<file path="src/rtl/wb_retire_unit_if.sv">
// Signal bundle between the write-back/retire stage and its neighbours.
//   MEM side   : i_valid/o_ready handshake, i_flush and the MEM/WB payload fields.
//   Regfile    : o_wb_rd, o_wb_data, o_wb_we.
//   Trace port : o_tr_valid/i_tr_ready show-ahead drain plus the head record fields.
//   Status     : o_halted (sticky), o_instret.
// The master modport drives the stage (pipeline + trace consumer).
// The slave modport is the stage itself.
interface wb_retire_unit_if #(
  parameter int unsigned XLEN  = 32,
  parameter int unsigned CNT_W = 64
);
  logic             i_valid;
  logic             o_ready;
  logic             i_flush;
  logic [31:0]      i_inst;
  logic [XLEN-1:0]  i_pc;
  logic [XLEN-1:0]  i_next_pc;
  logic [4:0]       i_rd;
  logic             i_reg_write;
  logic             i_mem_to_reg;
  logic [XLEN-1:0]  i_load_data;
  logic [XLEN-1:0]  i_alu_result;
  logic [XLEN-1:0]  i_imm;
  logic             i_unaligned_pc;
  logic             i_unaligned_mem;
  logic [4:0]       o_wb_rd;
  logic [XLEN-1:0]  o_wb_data;
  logic             o_wb_we;
  logic             o_tr_valid;
  logic             i_tr_ready;
  logic [XLEN-1:0]  o_tr_pc;
  logic [XLEN-1:0]  o_tr_next_pc;
  logic [31:0]      o_tr_inst;
  logic [4:0]       o_tr_rd;
  logic [XLEN-1:0]  o_tr_rd_wdata;
  logic             o_tr_trap;
  logic             o_tr_halt;
  logic             o_halted;
  logic [CNT_W-1:0] o_instret;

  modport master (
    output i_valid, i_flush, i_inst, i_pc, i_next_pc, i_rd, i_reg_write, i_mem_to_reg,
           i_load_data, i_alu_result, i_imm, i_unaligned_pc, i_unaligned_mem, i_tr_ready,
    input  o_ready, o_wb_rd, o_wb_data, o_wb_we, o_tr_valid, o_tr_pc, o_tr_next_pc,
           o_tr_inst, o_tr_rd, o_tr_rd_wdata, o_tr_trap, o_tr_halt, o_halted, o_instret
  );

  modport slave (
    input  i_valid, i_flush, i_inst, i_pc, i_next_pc, i_rd, i_reg_write, i_mem_to_reg,
           i_load_data, i_alu_result, i_imm, i_unaligned_pc, i_unaligned_mem, i_tr_ready,
    output o_ready, o_wb_rd, o_wb_data, o_wb_we, o_tr_valid, o_tr_pc, o_tr_next_pc,
           o_tr_inst, o_tr_rd, o_tr_rd_wdata, o_tr_trap, o_tr_halt, o_halted, o_instret
  );
endinterface

</file>
<file path="src/rtl/wb_retire_unit.sv">
// RV32I write-back/retire stage.
// Holds the MEM/WB register (stall + flush), selects regfile write data, detects
// traps/halts, pushes one retire record per instruction into a show-ahead trace FIFO
// and counts retired instructions. A full FIFO back-pressures MEM instead of dropping.
// Ports:
//   i_clk, i_rst : clock, synchronous active-high reset
//   bus          : wb_retire_unit_if slave (MEM handshake, regfile write, trace drain,
//                  o_halted, o_instret)
module wb_retire_unit #(
  parameter int unsigned XLEN  = 32,
  parameter int unsigned DEPTH = 4,
  parameter int unsigned CNT_W = 64
) (
  input logic            i_clk,
  input logic            i_rst,
  wb_retire_unit_if.slave bus
);
  localparam int unsigned PTR_W = $clog2(DEPTH);

  localparam logic [6:0] OP_REG    = 7'b0110011;
  localparam logic [6:0] OP_IMM    = 7'b0010011;
  localparam logic [6:0] OP_LOAD   = 7'b0000011;
  localparam logic [6:0] OP_STORE  = 7'b0100011;
  localparam logic [6:0] OP_BRANCH = 7'b1100011;
  localparam logic [6:0] OP_JAL    = 7'b1101111;
  localparam logic [6:0] OP_JALR   = 7'b1100111;
  localparam logic [6:0] OP_LUI    = 7'b0110111;
  localparam logic [6:0] OP_AUIPC  = 7'b0010111;
  localparam logic [6:0] OP_SYSTEM = 7'b1110011;

  // MEM/WB pipeline register
  logic            wb_valid;
  logic [31:0]     wb_inst;
  logic [XLEN-1:0] wb_pc, wb_next_pc, wb_load_data, wb_alu_result, wb_imm;
  logic [4:0]      wb_rd;
  logic            wb_reg_write, wb_mem_to_reg, wb_unaligned_pc, wb_unaligned_mem;

  // Trace FIFO
  logic [XLEN-1:0] f_pc      [DEPTH];
  logic [XLEN-1:0] f_next_pc [DEPTH];
  logic [31:0]     f_inst    [DEPTH];
  logic [4:0]      f_rd      [DEPTH];
  logic [XLEN-1:0] f_wdata   [DEPTH];
  logic            f_trap    [DEPTH];
  logic            f_halt    [DEPTH];
  logic [PTR_W-1:0] rd_ptr, wr_ptr;
  logic [PTR_W:0]   count;

  logic             halted;
  logic [CNT_W-1:0] instret;

  logic [6:0]      opcode;
  logic [XLEN-1:0] wb_data;
  logic            legal, trap, halt, fifo_full, fire, pop, ready, wb_we, tr_valid;

  assign opcode    = wb_inst[6:0];
  assign fifo_full = (count == (PTR_W+1)'(DEPTH));
  assign fire      = wb_valid && !fifo_full && !halted;
  assign ready     = !halted && (!wb_valid || fire);
  assign tr_valid  = (count != '0);
  assign pop       = tr_valid && bus.i_tr_ready;

  always_comb begin
    wb_data = wb_alu_result;
    if (wb_mem_to_reg)                             wb_data = wb_load_data;
    else if (opcode == OP_JAL || opcode == OP_JALR) wb_data = wb_pc + XLEN'(4);
    else if (opcode == OP_LUI)                      wb_data = wb_imm;
    else if (opcode == OP_AUIPC)                    wb_data = wb_pc + wb_imm;
  end

  assign legal = opcode inside {OP_REG, OP_IMM, OP_LOAD, OP_STORE, OP_BRANCH, OP_JAL,
                                OP_JALR, OP_LUI, OP_AUIPC, OP_SYSTEM};
  assign trap  = wb_valid && (!legal || wb_unaligned_pc || wb_unaligned_mem);
  // EBREAK: SYSTEM, funct3 000, imm 001
  assign halt  = trap || (wb_valid && opcode == OP_SYSTEM && wb_inst[14:12] == 3'b000 &&
                          wb_inst[31:20] == 12'h001);
  assign wb_we = fire && wb_reg_write && (wb_rd != 5'd0) && !trap;

  assign bus.o_ready   = ready;
  assign bus.o_wb_we   = wb_we;
  assign bus.o_wb_rd   = wb_rd;
  assign bus.o_wb_data = wb_data;
  assign bus.o_halted  = halted;
  assign bus.o_instret = instret;

  // Head fields are gated so stale storage never shows after reset.
  assign bus.o_tr_valid    = tr_valid;
  assign bus.o_tr_pc       = tr_valid ? f_pc[rd_ptr]      : '0;
  assign bus.o_tr_next_pc  = tr_valid ? f_next_pc[rd_ptr] : '0;
  assign bus.o_tr_inst     = tr_valid ? f_inst[rd_ptr]    : '0;
  assign bus.o_tr_rd       = tr_valid ? f_rd[rd_ptr]      : '0;
  assign bus.o_tr_rd_wdata = tr_valid ? f_wdata[rd_ptr]   : '0;
  assign bus.o_tr_trap     = tr_valid && f_trap[rd_ptr];
  assign bus.o_tr_halt     = tr_valid && f_halt[rd_ptr];

  always_ff @(posedge i_clk) begin
    if (i_rst) begin
      wb_valid         <= 1'b0;
      wb_inst          <= '0;
      wb_pc            <= '0;
      wb_next_pc       <= '0;
      wb_rd            <= '0;
      wb_reg_write     <= 1'b0;
      wb_mem_to_reg    <= 1'b0;
      wb_load_data     <= '0;
      wb_alu_result    <= '0;
      wb_imm           <= '0;
      wb_unaligned_pc  <= 1'b0;
      wb_unaligned_mem <= 1'b0;
      rd_ptr           <= '0;
      wr_ptr           <= '0;
      count            <= '0;
      halted           <= 1'b0;
      instret          <= '0;
    end else begin
      if (ready) begin
        wb_valid         <= bus.i_valid && !bus.i_flush;
        wb_inst          <= bus.i_inst;
        wb_pc            <= bus.i_pc;
        wb_next_pc       <= bus.i_next_pc;
        wb_rd            <= bus.i_rd;
        wb_reg_write     <= bus.i_reg_write;
        wb_mem_to_reg    <= bus.i_mem_to_reg;
        wb_load_data     <= bus.i_load_data;
        wb_alu_result    <= bus.i_alu_result;
        wb_imm           <= bus.i_imm;
        wb_unaligned_pc  <= bus.i_unaligned_pc;
        wb_unaligned_mem <= bus.i_unaligned_mem;
      end
      if (fire) begin
        wr_ptr  <= wr_ptr + PTR_W'(1);
        instret <= instret + CNT_W'(1);
        if (halt) halted <= 1'b1;
      end
      if (pop) rd_ptr <= rd_ptr + PTR_W'(1);
      if (fire && !pop)      count <= count + (PTR_W+1)'(1);
      else if (!fire && pop) count <= count - (PTR_W+1)'(1);
    end
  end

  // Storage needs no reset: reads are gated by count.
  always_ff @(posedge i_clk) begin
    if (fire) begin
      f_pc[wr_ptr]      <= wb_pc;
      f_next_pc[wr_ptr] <= wb_next_pc;
      f_inst[wr_ptr]    <= wb_inst;
      f_rd[wr_ptr]      <= wb_we ? wb_rd : 5'd0;
      f_wdata[wr_ptr]   <= wb_we ? wb_data : '0;
      f_trap[wr_ptr]    <= trap;
      f_halt[wr_ptr]    <= halt;
    end
  end
endmodule

</file>
<file path="src/flat_wrapper.sv">
// flat-port wrapper written by rule: the top's interface ports become plain ports
module wb_retire_unit_flat 
#(
  parameter int unsigned XLEN  = 32,
  parameter int unsigned DEPTH = 4,
  parameter int unsigned CNT_W = 64
)
  (i_clk, i_rst, bus_i_valid, bus_i_flush, bus_i_inst, bus_i_pc, bus_i_next_pc, bus_i_rd, bus_i_reg_write, bus_i_mem_to_reg, bus_i_load_data, bus_i_alu_result, bus_i_imm, bus_i_unaligned_pc, bus_i_unaligned_mem, bus_i_tr_ready, bus_o_ready, bus_o_wb_rd, bus_o_wb_data, bus_o_wb_we, bus_o_tr_valid, bus_o_tr_pc, bus_o_tr_next_pc, bus_o_tr_inst, bus_o_tr_rd, bus_o_tr_rd_wdata, bus_o_tr_trap, bus_o_tr_halt, bus_o_halted, bus_o_instret);
  wb_retire_unit_if #(.XLEN(XLEN), .CNT_W(CNT_W)) bus_i ();
  input logic i_clk;
  input logic i_rst;
  input wire logic [$bits(bus_i.i_valid)-1:0] bus_i_valid;
  input wire logic [$bits(bus_i.i_flush)-1:0] bus_i_flush;
  input wire logic [$bits(bus_i.i_inst)-1:0] bus_i_inst;
  input wire logic [$bits(bus_i.i_pc)-1:0] bus_i_pc;
  input wire logic [$bits(bus_i.i_next_pc)-1:0] bus_i_next_pc;
  input wire logic [$bits(bus_i.i_rd)-1:0] bus_i_rd;
  input wire logic [$bits(bus_i.i_reg_write)-1:0] bus_i_reg_write;
  input wire logic [$bits(bus_i.i_mem_to_reg)-1:0] bus_i_mem_to_reg;
  input wire logic [$bits(bus_i.i_load_data)-1:0] bus_i_load_data;
  input wire logic [$bits(bus_i.i_alu_result)-1:0] bus_i_alu_result;
  input wire logic [$bits(bus_i.i_imm)-1:0] bus_i_imm;
  input wire logic [$bits(bus_i.i_unaligned_pc)-1:0] bus_i_unaligned_pc;
  input wire logic [$bits(bus_i.i_unaligned_mem)-1:0] bus_i_unaligned_mem;
  input wire logic [$bits(bus_i.i_tr_ready)-1:0] bus_i_tr_ready;
  output wire logic [$bits(bus_i.o_ready)-1:0] bus_o_ready;
  output wire logic [$bits(bus_i.o_wb_rd)-1:0] bus_o_wb_rd;
  output wire logic [$bits(bus_i.o_wb_data)-1:0] bus_o_wb_data;
  output wire logic [$bits(bus_i.o_wb_we)-1:0] bus_o_wb_we;
  output wire logic [$bits(bus_i.o_tr_valid)-1:0] bus_o_tr_valid;
  output wire logic [$bits(bus_i.o_tr_pc)-1:0] bus_o_tr_pc;
  output wire logic [$bits(bus_i.o_tr_next_pc)-1:0] bus_o_tr_next_pc;
  output wire logic [$bits(bus_i.o_tr_inst)-1:0] bus_o_tr_inst;
  output wire logic [$bits(bus_i.o_tr_rd)-1:0] bus_o_tr_rd;
  output wire logic [$bits(bus_i.o_tr_rd_wdata)-1:0] bus_o_tr_rd_wdata;
  output wire logic [$bits(bus_i.o_tr_trap)-1:0] bus_o_tr_trap;
  output wire logic [$bits(bus_i.o_tr_halt)-1:0] bus_o_tr_halt;
  output wire logic [$bits(bus_i.o_halted)-1:0] bus_o_halted;
  output wire logic [$bits(bus_i.o_instret)-1:0] bus_o_instret;
  assign bus_i.i_valid = bus_i_valid;
  assign bus_i.i_flush = bus_i_flush;
  assign bus_i.i_inst = bus_i_inst;
  assign bus_i.i_pc = bus_i_pc;
  assign bus_i.i_next_pc = bus_i_next_pc;
  assign bus_i.i_rd = bus_i_rd;
  assign bus_i.i_reg_write = bus_i_reg_write;
  assign bus_i.i_mem_to_reg = bus_i_mem_to_reg;
  assign bus_i.i_load_data = bus_i_load_data;
  assign bus_i.i_alu_result = bus_i_alu_result;
  assign bus_i.i_imm = bus_i_imm;
  assign bus_i.i_unaligned_pc = bus_i_unaligned_pc;
  assign bus_i.i_unaligned_mem = bus_i_unaligned_mem;
  assign bus_i.i_tr_ready = bus_i_tr_ready;
  assign bus_o_ready = bus_i.o_ready;
  assign bus_o_wb_rd = bus_i.o_wb_rd;
  assign bus_o_wb_data = bus_i.o_wb_data;
  assign bus_o_wb_we = bus_i.o_wb_we;
  assign bus_o_tr_valid = bus_i.o_tr_valid;
  assign bus_o_tr_pc = bus_i.o_tr_pc;
  assign bus_o_tr_next_pc = bus_i.o_tr_next_pc;
  assign bus_o_tr_inst = bus_i.o_tr_inst;
  assign bus_o_tr_rd = bus_i.o_tr_rd;
  assign bus_o_tr_rd_wdata = bus_i.o_tr_rd_wdata;
  assign bus_o_tr_trap = bus_i.o_tr_trap;
  assign bus_o_tr_halt = bus_i.o_tr_halt;
  assign bus_o_halted = bus_i.o_halted;
  assign bus_o_instret = bus_i.o_instret;
  wb_retire_unit #(.XLEN(XLEN), .DEPTH(DEPTH), .CNT_W(CNT_W)) u_core (.i_clk(i_clk), .i_rst(i_rst), .bus(bus_i));
endmodule
</file>
<file path="config.mk">
export PLATFORM = sky130hd
export DESIGN_NAME = wb_retire_unit_flat
export DESIGN_NICKNAME = d
export VERILOG_FILES = /design/src/rtl/wb_retire_unit_if.sv /design/src/rtl/wb_retire_unit.sv /design/src/flat_wrapper.sv
export SDC_FILE = /design/constraint.sdc
export NUM_CORES = 1
export LEC_CHECK = 0
export BUFFER_PORTS_ARGS = -buffer_cell sky130_fd_sc_hd__buf_2
export CELL_PAD_IN_SITES_DETAIL_PLACEMENT = 0
export CELL_PAD_IN_SITES_GLOBAL_PLACEMENT = 2
export CORE_ASPECT_RATIO = 0.75
export CORE_MARGIN = 2
export CORE_UTILIZATION = 42
export CTS_CLUSTER_DIAMETER = 40
export CTS_CLUSTER_SIZE = 28
export DETAILED_ROUTE_END_ITERATION = 12
export PLACE_DENSITY_LB_ADDON = 0.1
export SLEW_MARGIN = 15
export SYNTH_ARGS = -nofsm -noshare
export SYNTH_HDL_FRONTEND = slang
export SYNTH_SLANG_ARGS = --single-unit
</file>
<file path="constraint.sdc">
create_clock -name i_clk -period 12.8 [get_ports i_clk]
set_input_delay 3.2 -clock i_clk [delete_from_list [all_inputs] [get_ports i_clk]]
set_output_delay 3.2 -clock i_clk [all_outputs]
set_load 0.05 [all_outputs]
</file>
After elaboration in Yosys (flattened, before gate mapping)
Memories as Yosys holds them, arrays and structs flattened. A register that Yosys moved wholly into a read port is not among the register bits.
Index checks and enable logic that the tools add are counted.
{"block": "totals", "mem_count": 7, "ff_bits": 274, "in_bits": 206, "out_inout_bits": 240, "word_cells": 107, "ram_bits": 540}
{"block": "classes", "muxes": 29, "n_eq_ne": 12, "reduce_logical": 35, "addsub": 7}
{"memory": "u_core.f_inst", "depth": 4, "word_bits": 32, "rd": 1, "rd_clocked_by_memory_dff": 1, "wr": 1, "line": "wb_retire_unit.sv:41", "text": "logic [31:0] f_inst [DEPTH];"}
{"memory": "u_core.f_next_pc", "depth": 4, "word_bits": 32, "rd": 1, "rd_clocked_by_memory_dff": 1, "wr": 1, "line": "wb_retire_unit.sv:40", "text": "logic [XLEN-1:0] f_next_pc [DEPTH];"}
{"memory": "u_core.f_pc", "depth": 4, "word_bits": 32, "rd": 1, "rd_clocked_by_memory_dff": 1, "wr": 1, "line": "wb_retire_unit.sv:39", "text": "logic [XLEN-1:0] f_pc [DEPTH];"}
{"memory": "u_core.f_wdata", "depth": 4, "word_bits": 32, "rd": 1, "rd_clocked_by_memory_dff": 1, "wr": 1, "line": "wb_retire_unit.sv:43", "text": "logic [XLEN-1:0] f_wdata [DEPTH];"}
{"memory": "u_core.f_rd", "depth": 4, "word_bits": 5, "rd": 1, "rd_clocked_by_memory_dff": 1, "wr": 1, "line": "wb_retire_unit.sv:42", "text": "logic [4:0] f_rd [DEPTH];"}
{"memory": "u_core.f_halt", "depth": 4, "word_bits": 1, "rd": 1, "rd_clocked_by_memory_dff": 1, "wr": 1, "line": "wb_retire_unit.sv:45", "text": "logic f_halt [DEPTH];"}
{"memory": "+1 memories"}
{"operator": "32-bit 2-to-1 mux", "n": 9}
{"operator": "64-bit by 1-bit adder with 64-bit output (second input constant)", "n": 1}
{"operator": "32-bit by 3-bit adder with 32-bit output (second input constant)", "n": 1}
{"operator": "32-bit adder", "n": 1}
{"operator": "7-bit == test (second input constant)", "n": 4}
{"operator": "2-bit 2-to-1 mux", "n": 14}
{"operator": "7-bit by 6-bit == test with 1-bit output (second input constant)", "n": 3}
{"operator": "1-bit logical AND", "n": 16}
{"operator": "7-bit by 5-bit == test with 1-bit output (second input constant)", "n": 2}
{"operator": "12-bit by 1-bit == test with 1-bit output (second input constant)", "n": 1}
{"operator": "5-bit 2-to-1 mux", "n": 2}
{"operator": "10-bit nonzero test", "n": 1}
{"operator": "1-bit logical NOT", "n": 8}
{"operator": "7-bit by 2-bit == test with 1-bit output (second input constant)", "n": 1}
{"operator": "3-bit 2-to-1 mux", "n": 2}
{"operator": "1-bit logical OR", "n": 5}
{"operator": "5-bit nonzero test", "n": 1}
{"operator": "2-bit by 1-bit adder with 2-bit output (second input constant)", "n": 2}
{"operator": "3-bit by 1-bit adder with 3-bit output (second input constant)", "n": 1}
{"operator": "3-bit == test (second input constant)", "n": 1}
{"operator": "3-bit logical NOT", "n": 1}
{"operator": "3-bit nonzero test", "n": 1}
{"operator": "3-bit by 1-bit subtractor with 3-bit output (second input constant)", "n": 1}
{"operator": "1-bit 2-to-1 mux", "n": 2}
{"operator": "2 further kinds", "n": 2}

Depth between registers and ports, before layout
Gate-level depths: netlist (run 1).
{"block": "logic_depth", "ltp_word": 9, "ltp_mapped": 11, "ltp_nobuf": 11}

Worst setup path after synthesis (run 1)
Ideal clock, no wire load.
{"block": "synth_timing", "path_kind": "register -> output", "start": "register u_core.wb_pc[0]", "end": "output bus_o_wb_data[30]", "setup_slack_ns": 6.050, "path_stages_with_launch": 12, "required_time_ns": 9.600, "arrival_ns": 3.550, "cell_sequence": "dfxtp_1 -> ha_1 -> fa_1 -> a211oi_1 -> o21bai_1 -> a21oi_1 -> o31ai_2 -> a41oi_1 -> o21ai_0 -> xor2_1 -> a21oi_1 -> o21ai_0"}
{"block": "synth_between", "elab_chain_len": 5, "elab_cells_between_ends": 6, "classes_between": "2 x add/sub; 4 x mux"}
{"element": "start, declared", "line": "wb_retire_unit.sv:34", "text": "logic [XLEN-1:0] wb_pc, wb_next_pc, wb_load_data, wb_alu_result, wb_imm;"}
{"element": "start signal, assigned", "line": "wb_retire_unit.sv:119", "text": "wb_pc <= bus.i_pc;"}
{"element": "32-bit adder", "line": "wb_retire_unit.sv:68", "text": "else if (opcode == OP_AUIPC) wb_data = wb_pc + wb_imm;"}
{"element": "32-bit 2-to-1 mux", "line": "wb_retire_unit.sv:68"}
{"element": "32-bit 2-to-1 mux", "line": "wb_retire_unit.sv:67", "text": "else if (opcode == OP_LUI) wb_data = wb_imm;"}
{"element": "32-bit 2-to-1 mux (*)", "line": "wb_retire_unit.sv:66", "text": "else if (opcode == OP_JAL || opcode == OP_JALR) wb_data = wb_pc + XLEN'(4);"}
{"element": "32-bit 2-to-1 mux (*)", "line": "wb_retire_unit.sv:65", "text": "if (wb_mem_to_reg) wb_data = wb_load_data;"}
{"element": "end, declared", "line": "flat_wrapper.sv:28", "text": "output wire logic [$bits(bus_i.o_wb_data)-1:0] bus_o_wb_data;"}
Every way passes the cells marked *; elsewhere a longest branch is shown, timed or not.

Worst setup path in the final report (run 1)
Ends and elaborated chain as after synthesis.

==> results.yml, run 1 <==
floorplanning:
  fp.dieH_um: 251
  die_x_um: 333
  fp.dieArea_mm2: 0.0836
  placeableCoreArea_mm2: 0.0804
  fp-row-count: 90
  start_util: 0.424
  boundaryPins: 446
route:
  first_drt_pass_iteration_count: 5
  route.layer.met1.wl_mm: 49.1
  vias: 23300
  highest-signal-layer: "met5"
  avgRoutedWirePerCell_um: 24.8
  per_cell_via_count_in_the_routed_design: 5.44
  drt_drc_violations_left: 0
  drt_wl_total_mm: 106
  dr.first_iter.drc_count: 1763
  met3_length_mm: 6.42
  met2_wirelength_mm: 48.8
  route.antenna.remaining_nets: 0
worst_setup_path:
  cp_data_required_time_ns: 9.60
  critPathLaunchType: "flip-flop"
  cp_max_fo: 7
  crit_type: "reg2out"
  reg2reg_setup_slack_ns: 8.74
  worst-endpoint-arrival_ns: 4.51
  setup_crit_end_kind: "output pin"
grt:
  grt_first_pass_wirelength_mm: 156
  grt_util_all_layers: 0.251
  grt_pass1_vias: 23300
  largest_net_degree_at_the_start_of_global_routing: 146
  antenna_found_initial: 5
  grt_remaining_overflow: 0
job:
  drv_cap: 0
yosys:
  leading_cell_types_by_count_after_synthesis: "edfxtp_1, nand2_1, dfxtp_1"
  synth.largest_area_cell: "edfxtp_1"
  instance_count_of_the_mapped_netlist: 2706
  postSynthNetCount: 2952
  synth_cell_area_mm2: 0.0341
  post-synth-top-count-cell: "edfxtp_1"
  synthesis.yosys.warnings: 0
  post_synth_num_cell_types: 76
  syn_area_per_cell_um2: 12.6
  ys_ff_latch: 816
  netlist_top_cells_area: "edfxtp_1, dfxtp_1, mux4_2"
  async_reset_ff_frac: 0
  dominantRegCellSynth: "edfxtp_1"
  synth_sequential_area_ratio: 0.637
  synth_edf_count: 540
  yosysTopAreaCellShare: 0.475
cells_and_area:
  fill_cell_total_of_the_finished_layout: 7179
  synthToLayoutAreaGrowth_pct: 20.4
  nNetsFinal: 3381
  final_core_util: 0.511
  post_route_cells_drive_above_1_share: 0.259
sta:
  finalCriticalPeriod_ns: 7.71
  slack_of_the_critical_path_ns: 5.09
  timing.final.hold_violations: 0
  setup_viol: 0
  worst_hold_slack_ns: 0.455
  final_max_slew_viol_count: 0
  unrepaired_setup_endpoints_after_global_routing: "false"
  worst_slew_pin_slew_ns: 1.13
  final_min_period_over_clock_period: 0.602
  achievable-frequency_ghz: 0.130
  final.setup.tns_ns: 0
  worst_clock_skew_ns: 0.0559
  relSlewSlack: 0.245
power:
  leakage_nw: 15.4
  share_seq_of_total_power: 0.356
  netSwitchingFraction: 0.368
  fin_total_pwr_w: 0.00852
  power.net_switching_w: 0.00314
  internal_power_w: 0.00538
  powerDensity_mw_per_mm2: 207
  comb_power_share: 0.288
  clock_power_share: 0.356
  vdd_drop_max_uv: 181
placed_design:
  place_ws_ns: 5.85
  placement.io_buffers: 445
  post-dp-hpwl_mm: 71.9
  gp_routability_congestion: 0.889
worst_hold_path:
  worst_hold_path_type: "reg2reg"
clock_network:
  buffers_from_clock_root_to_sink_at_most: 3
  cts_tree: "done"
  holdBufCountCts: 0
  post-cts-setup-buffers: 0
  cts_made_buffers: 105
  insertion_delay_ns: 0.68
  cts.root.buffer_cell: "clkbuf_16"
  clkSlewWorstSetupHoldPaths_ns: 0.05
  clock-sinks: 816
  cts_resized: 0
  cts-htree-levels: 3
status:
  status: "finished clean"
## critical path, cell delays in order (launching register included)
cell	delay, ns
dfxtp_1	0.36
ha_1	0.23
fa_1	0.43
a211oi_1	0.34
o21bai_1	0.18
a21oi_1	0.38
o31ai_2	0.22
a41oi_1	0.41
o21ai_0	0.20
xor2_1	0.21
a21oi_1	0.09
o21ai_0	0.42
buf_2	0.36
## per-layer routing
metal  global-route usage  up-vias
met2                0.392      683
met5                    0        -
met4               0.0538        2
met3               0.0489      104
li1                     -    10800
met1                0.364    11800
## worst paths after layout
check	endpoint	start	cells after the start
worst max-delay path	bus_o_wb_data[30]	u_core.wb_pc[0]	12
worst min-delay path	u_core.wb_load_data[11]	u_core.wb_load_data[11]	2
worst max register to register	u_core.f_wdata[0][8]	u_core.wb_inst[5]	9
worst min register to register	u_core.wb_load_data[11]	u_core.wb_load_data[11]	2
## final cells by class
cell class,count,area (um^2),share of cell area
Timing Repair Buffer,476,2470,0.0601
Clock inverter,77,906,0.0220
Tap cell,1058,1320,0.0322
Inverter,19,80.1,0.00195
Antenna cell,2,5.00,0.000122
Clock buffer,122,2790,0.0680
Sequential cell,816,21700,0.529
Multi-Input combinational cell,1717,11800,0.286
## power by group through the flow
stage	clock [W]	combinational, W	sequential (W)
5_1_grt	0.00321	0.00258	0.00304
2_1_floorplan	0	0.00184	0.00302
3_5_place_dp	0	0.00249	0.00309
3_3_place_gp	0	0.00250	0.00308
6_report	0.00304	0.00245	0.00303
4_1_cts	0.00309	0.00250	0.00303
## placed cells by master, fill, tap and decap left out, types with 7 or more instances in the layout
master | Yosys | layout
xor2_1 | 72 | 72
and3_1 | 22 | 22
ha_1 | 38 | 38
o221ai_1 | 12 | 12
a21o_1 | 16 | 15
nand3_1 | 43 | 43
a31oi_1 | 10 | 10
dfxtp_1 | 276 | 273
bufinv_16 | 0 | 9
buf_2 | 3 | 444
a21oi_1 | 266 | 266
a211oi_1 | 7 | 7
o21ai_0 | 64 | 64
inv_1 | 17 | 16
nand4_1 | 26 | 26
clkbuf_8 | 0 | 8
mux4_2 | 135 | 135
nor2_1 | 111 | 111
clkinv_4 | 0 | 15
clkbuf_1 | 123 | 8
and2_1 | 171 | 167
xnor2_1 | 36 | 36
inv_6 | 0 | 21
or3_1 | 17 | 16
o21a_1 | 7 | 7
nand2_1 | 527 | 527
and4_1 | 13 | 13
nor3_1 | 17 | 15
buf_4 | 4 | 31
edfxtp_1 | 540 | 540
clkinvlp_4 | 0 | 10
clkbuf_16 | 0 | 106
## kinds of logic (layout without fill, tap and decap cells)
logic type | after synthesis | count (layout) | share of synthesized area
and+or+nand+nor | 992 | 992 | 0.136
muxes | 141 | 141 | 0.0910
xor gates and xnor gates | 108 | 108 | 0.0277
other | 0 | 2 | 0
AOI/OAI and AO/OA | 436 | 436 | 0.0734
buffers and inverters | 173 | 694 | 0.0196
adders and majority gates | 40 | 40 | 0.0151
DFF | 816 | 816 | 0.637
## per-stage QoR
stage	instance area, um^2	instances
after global placement	37400	4086
after floorplan	34100	2706
after detailed placement	37400	4086
final	41100	4287
after global routing	41100	4286
after CTS	41100	4285
No activity file was read; power rests on OpenSTA's default activity.
==> run 2: changes to the inputs <==
Settings changed: CORE_UTILIZATION 42 to 39.
Clock period 12.8 ns to 7.9 ns, I/O delays scaled along.
==> results.yml, run 2 (same netlist as run 1, synthesis figures left out) <==
status:
  status: "finished clean"
clock_network:
  cts_made_buffers: 103
  cts.root.buffer_cell: "clkbuf_16"
  insertion_delay_ns: 0.68
  clkSlewWorstSetupHoldPaths_ns: 0.06
  clock-sinks: 816
  buffers_from_clock_root_to_sink_at_most: 3
  holdBufCountCts: 0
  post-cts-setup-buffers: 0
  cts-htree-levels: 3
  cts_resized: 0
  cts_tree: "done"
floorplanning:
  placeableCoreArea_mm2: 0.0862
  fp.dieArea_mm2: 0.0899
  die_x_um: 346
  start_util: 0.396
  fp.dieH_um: 260
  fp-row-count: 93
  boundaryPins: 446
route:
  avgRoutedWirePerCell_um: 24.8
  drt_drc_violations_left: 0
  vias: 23400
  dr.first_iter.drc_count: 1685
  route.antenna.remaining_nets: 0
  first_drt_pass_iteration_count: 5
  drt_wl_total_mm: 108
  per_cell_via_count_in_the_routed_design: 5.37
worst_setup_path:
  timing.critical_path.cells: "ha_1, fa_1, a211oi_1, o21bai_1, a21oi_1, o31ai_2, a41oi_1, o21ai_0, xor2_1, a21oi_1, o21ai_0, buf_2"
  worst-path-stages: 12
  cp_data_required_time_ns: 5.93
  setup_crit_end_kind: "output pin"
  worst-endpoint-arrival_ns: 4.75
  critPathLaunchType: "flip-flop"
  critical_path.max_stage_delay_ns: 0.57
  crit_type: "reg2out"
  cp_max_fo: 7
  critical_path_top_delay_cell: "a41oi_1"
  r2r.worst_path.cells: 9
  critical_path.top_delay_family: "compound AO/OA/AOI/OAI gates"
  cp.buffers_inverters: 1
worst_hold_path:
  hold_path_depth: 2
  worst_hold_path_type: "reg2reg"
grt:
  grt_pass1_vias: 23300
  grt_remaining_overflow: 0
  antenna_found_initial: 9
  grt_first_pass_wirelength_mm: 158
  grt_util_all_layers: 0.237
  largest_net_degree_at_the_start_of_global_routing: 108
cells_and_area:
  nNetsFinal: 3375
  final_common_cell: "edfxtp_1"
  post_route_cells_drive_above_1_share: 0.260
  finish.cell_count_without_fillers: 4365
  final_cell_mix: "edfxtp_1, nand2_1, buf_2, dfxtp_1, a21oi_1"
  synthToLayoutAreaGrowth_pct: 20.9
sta:
  final_max_slew_viol_count: 0
  finalCriticalPeriod_ns: 6.72
  unrepaired_setup_endpoints_after_global_routing: "false"
  worst_clock_skew_ns: 0.0285
  timing.final.hold_violations: 0
  setup_viol: 0
  final.setup.tns_ns: 0
  relSlewSlack: 0.261
  final_min_period_over_clock_period: 0.851
  worst_slew_pin_slew_ns: 1.11
  achievable-frequency_ghz: 0.149
power:
  leakage_nw: 15.4
  vdd_drop_max_uv: 238
  powerDensity_mw_per_mm2: 337
placed_design:
  placement.io_buffers: 445
  dp.cells: 4164
  gp_routability_congestion: 0.867
  post-dp-hpwl_mm: 73.1
job:
  drv_cap: 0
run 2: area by class of cell:
type | instances | area [um^2]
inverter | 19 | 80.1
multi-input combinational | 1717 | 11800
tap | 1140 | 1430
clock inverter | 87 | 1100
fill | 7809 | 45000
sequential | 816 | 21700
timing repair buffer | 472 | 2500
antenna | 6 | 15.0
clock buffer | 108 | 2620
run 2: metrics by stage:
stage                     worst slack, ns  cell area [um^2]  power [W]  hold slack, ns  utilization
after floorplan                      2.37             34100    0.00787           0.432            -
after global placement               1.94             37500    0.00908           0.443        0.435
after detailed placement             1.96             37500    0.00909           0.449        0.435
after CTS                            1.21             41200     0.0141           0.456        0.478
after global routing                 1.01             41200     0.0144           0.474        0.478
final                                1.18             41300     0.0139           0.459        0.478
run 2: final timing paths:
check                              start                     end  slack (ns)
setup / recovery         u_core.wb_pc[0]       bus_o_wb_data[30]        1.18
hold / removal    u_core.wb_load_data[5]  u_core.wb_load_data[5]        0.46
setup reg to reg       u_core.wb_inst[5]    u_core.f_wdata[1][8]        3.69
hold reg to reg   u_core.wb_load_data[5]  u_core.wb_load_data[5]        0.46
run 2: power by group:
group | total, W | internal (W) | switching (W)
Clock | 0.00497 | 0.00289 | 0.00208
Sequential | 0.00491 | 0.00471 | 0.000198
Combinational | 0.00402 | 0.00110 | 0.00292
Total | 0.0139 | 0.00870 | 0.00520
run 2: worst reg2reg max path: cells and delay by family (launching register included):
family / cells / cell delay (ns)
buffers and inverters: 2 / 0.88
AOI/OAI and AO/OA: 1 / 0.06
and+or+nand+nor: 6 / 2.45
DFF: 1 / 0.63
run 2: metal layers:
metal / part of all wire / global-route usage / vias up / wire, um
met3: 0.065 / 0.0531 / 140 / 6980
met1: 0.46 / 0.341 / 11800 / 49900
met2: 0.45 / 0.365 / 736 / 48700
li1: - / - / 10800 / -
met5: 0.00010 / 0 / - / 11
met4: 0.023 / 0.0588 / 2 / 2530
==> run 3: changes to the inputs <==
Settings changed: REMOVE_ABC_BUFFERS set to 1.
==> results.yml, run 3 (same netlist as run 1, synthesis figures left out) <==
grt:
  antenna_found_initial: 11
  grt_pass1_vias: 23600
  largest_net_degree_at_the_start_of_global_routing: 176
  grt_first_pass_wirelength_mm: 151
  grt_util_all_layers: 0.226
  grt_remaining_overflow: 0
sta:
  timing.final.hold_violations: 0
  relSlewSlack: 0.194
  worst_clock_skew_ns: 0.0158
  setup_viol: 0
  worst_hold_slack_ns: 0.455
  worst_slew_pin_slew_ns: 1.21
  finalCriticalPeriod_ns: 6.57
  unrepaired_setup_endpoints_after_global_routing: "false"
  final_max_slew_viol_count: 0
  achievable-frequency_ghz: 0.152
  final_min_period_over_clock_period: 0.832
worst_setup_path:
  setup_crit_end_kind: "output pin"
  worst-endpoint-arrival_ns: 4.60
  crit_type: "reg2out"
  reg2reg_setup_slack_ns: 3.95
  cp_data_required_time_ns: 5.93
  cp_max_fo: 7
  critPathLaunchType: "flip-flop"
clock_network:
  clock-sinks: 816
  insertion_delay_ns: 0.66
  cts.root.buffer_cell: "clkbuf_16"
  buffers_from_clock_root_to_sink_at_most: 3
  cts_resized: 0
  post-cts-setup-buffers: 0
  holdBufCountCts: 0
  cts_made_buffers: 103
  cts_tree: "done"
  cts-htree-levels: 3
  clkSlewWorstSetupHoldPaths_ns: 0.06
route:
  drt_wl_total_mm: 104
  drt_drc_violations_left: 0
  first_drt_pass_iteration_count: 5
  vias: 23400
  avgRoutedWirePerCell_um: 23.7
  per_cell_via_count_in_the_routed_design: 5.36
  route.antenna.remaining_nets: 0
  dr.first_iter.drc_count: 1901
cells_and_area:
  finish.cell_count_without_fillers: 4367
  post_route_cells_drive_above_1_share: 0.260
  synthToLayoutAreaGrowth_pct: 20.4
  multi_input_comb_area_mm2: 0.0118
  nNetsFinal: 3382
  final_common_cell: "edfxtp_1"
  footprint_of_the_flip_flops_and_latches_mm2: 0.0217
  fill_cell_total_of_the_finished_layout: 7903
  final_cell_mix: "edfxtp_1, nand2_1, buf_2, dfxtp_1, a21oi_1"
floorplanning:
  boundaryPins: 446
  start_util: 0.396
  placeableCoreArea_mm2: 0.0862
  fp.dieH_um: 260
  fp.dieArea_mm2: 0.0899
  fp-row-count: 93
  die_x_um: 346
status:
  status: "finished clean"
job:
  drv_cap: 0
worst_hold_path:
  worst_hold_path_type: "reg2reg"
placed_design:
  placement.io_buffers: 445
  dp.cells: 4171
  gp_routability_congestion: 0.859
  post-dp-hpwl_mm: 66.0
power:
  powerDensity_mw_per_mm2: 333
  vdd_drop_max_uv: 334
  leakage_nw: 15.3
-- run 3: cell type report --
cell class	count	area share
flip-flops and latches	816	0.529
multi-input cells	1717	0.286
repair buffers	479	0.0613
well taps	1140	0.0347
clock inverters	82	0.0226
diodes	4	0.000244
inverters	19	0.00195
clock buffers	110	0.0636
-- run 3: metrics by stage --
stage | power, W | setup TNS [ns] | instance area [um^2] | util | worst slack [ns]
6_report | 0.0137 | 0 | 41100 | 0.477 | 1.33
5_1_grt | 0.0142 | 0 | 41100 | 0.477 | 1.12
4_1_cts | 0.0139 | 0 | 41100 | 0.476 | 1.38
3_5_place_dp | 0.00908 | 0 | 37500 | 0.435 | 2.13
3_3_place_gp | 0.00906 | 0 | 37500 | 0.435 | 2.08
2_1_floorplan | 0.00795 | -275.67 | 33500 | - | -2.31
-- run 3: layer usage --
metal	part of all wire	track usage	wire length (um)
met3	0.061	0.0418	6320
met1	0.45	0.312	46300
met2	0.47	0.369	48600
met4	0.022	0.0595	2300
met5	0	0	0
-- run 3: power by group --
| group | switching (W) | internal [W] |
|---|---|---|
| logic | 0.00290 | 0.00110 |
| clock network | 0.00201 | 0.00276 |
| registers | 0.000199 | 0.00471 |
| total | 0.00511 | 0.00857 |
-- run 3: worst max-delay path: stages (launching register included) --
cell and delay [ns]:
dfxtp_1 0.37, ha_1 0.24, fa_1 0.43, a211oi_1 0.32, o21bai_1 0.15, a21oi_1 0.36
o31ai_2 0.23, a41oi_1 0.56, o21ai_0 0.23, xor2_1 0.23, a21oi_1 0.09, o21ai_0 0.37
buf_2 0.35
-- run 3: path summary, 6_finish.rpt --
path / from / end / depth (start not counted)
setup / recovery: u_core.wb_pc[0] / bus_o_wb_data[30] / 12
hold / removal: u_core.wb_load_data[26] / u_core.wb_load_data[26] / 2
setup reg to reg: u_core.wb_pc[4] / u_core.f_wdata[0][29] / 10
hold reg to reg: u_core.wb_load_data[26] / u_core.wb_load_data[26] / 2
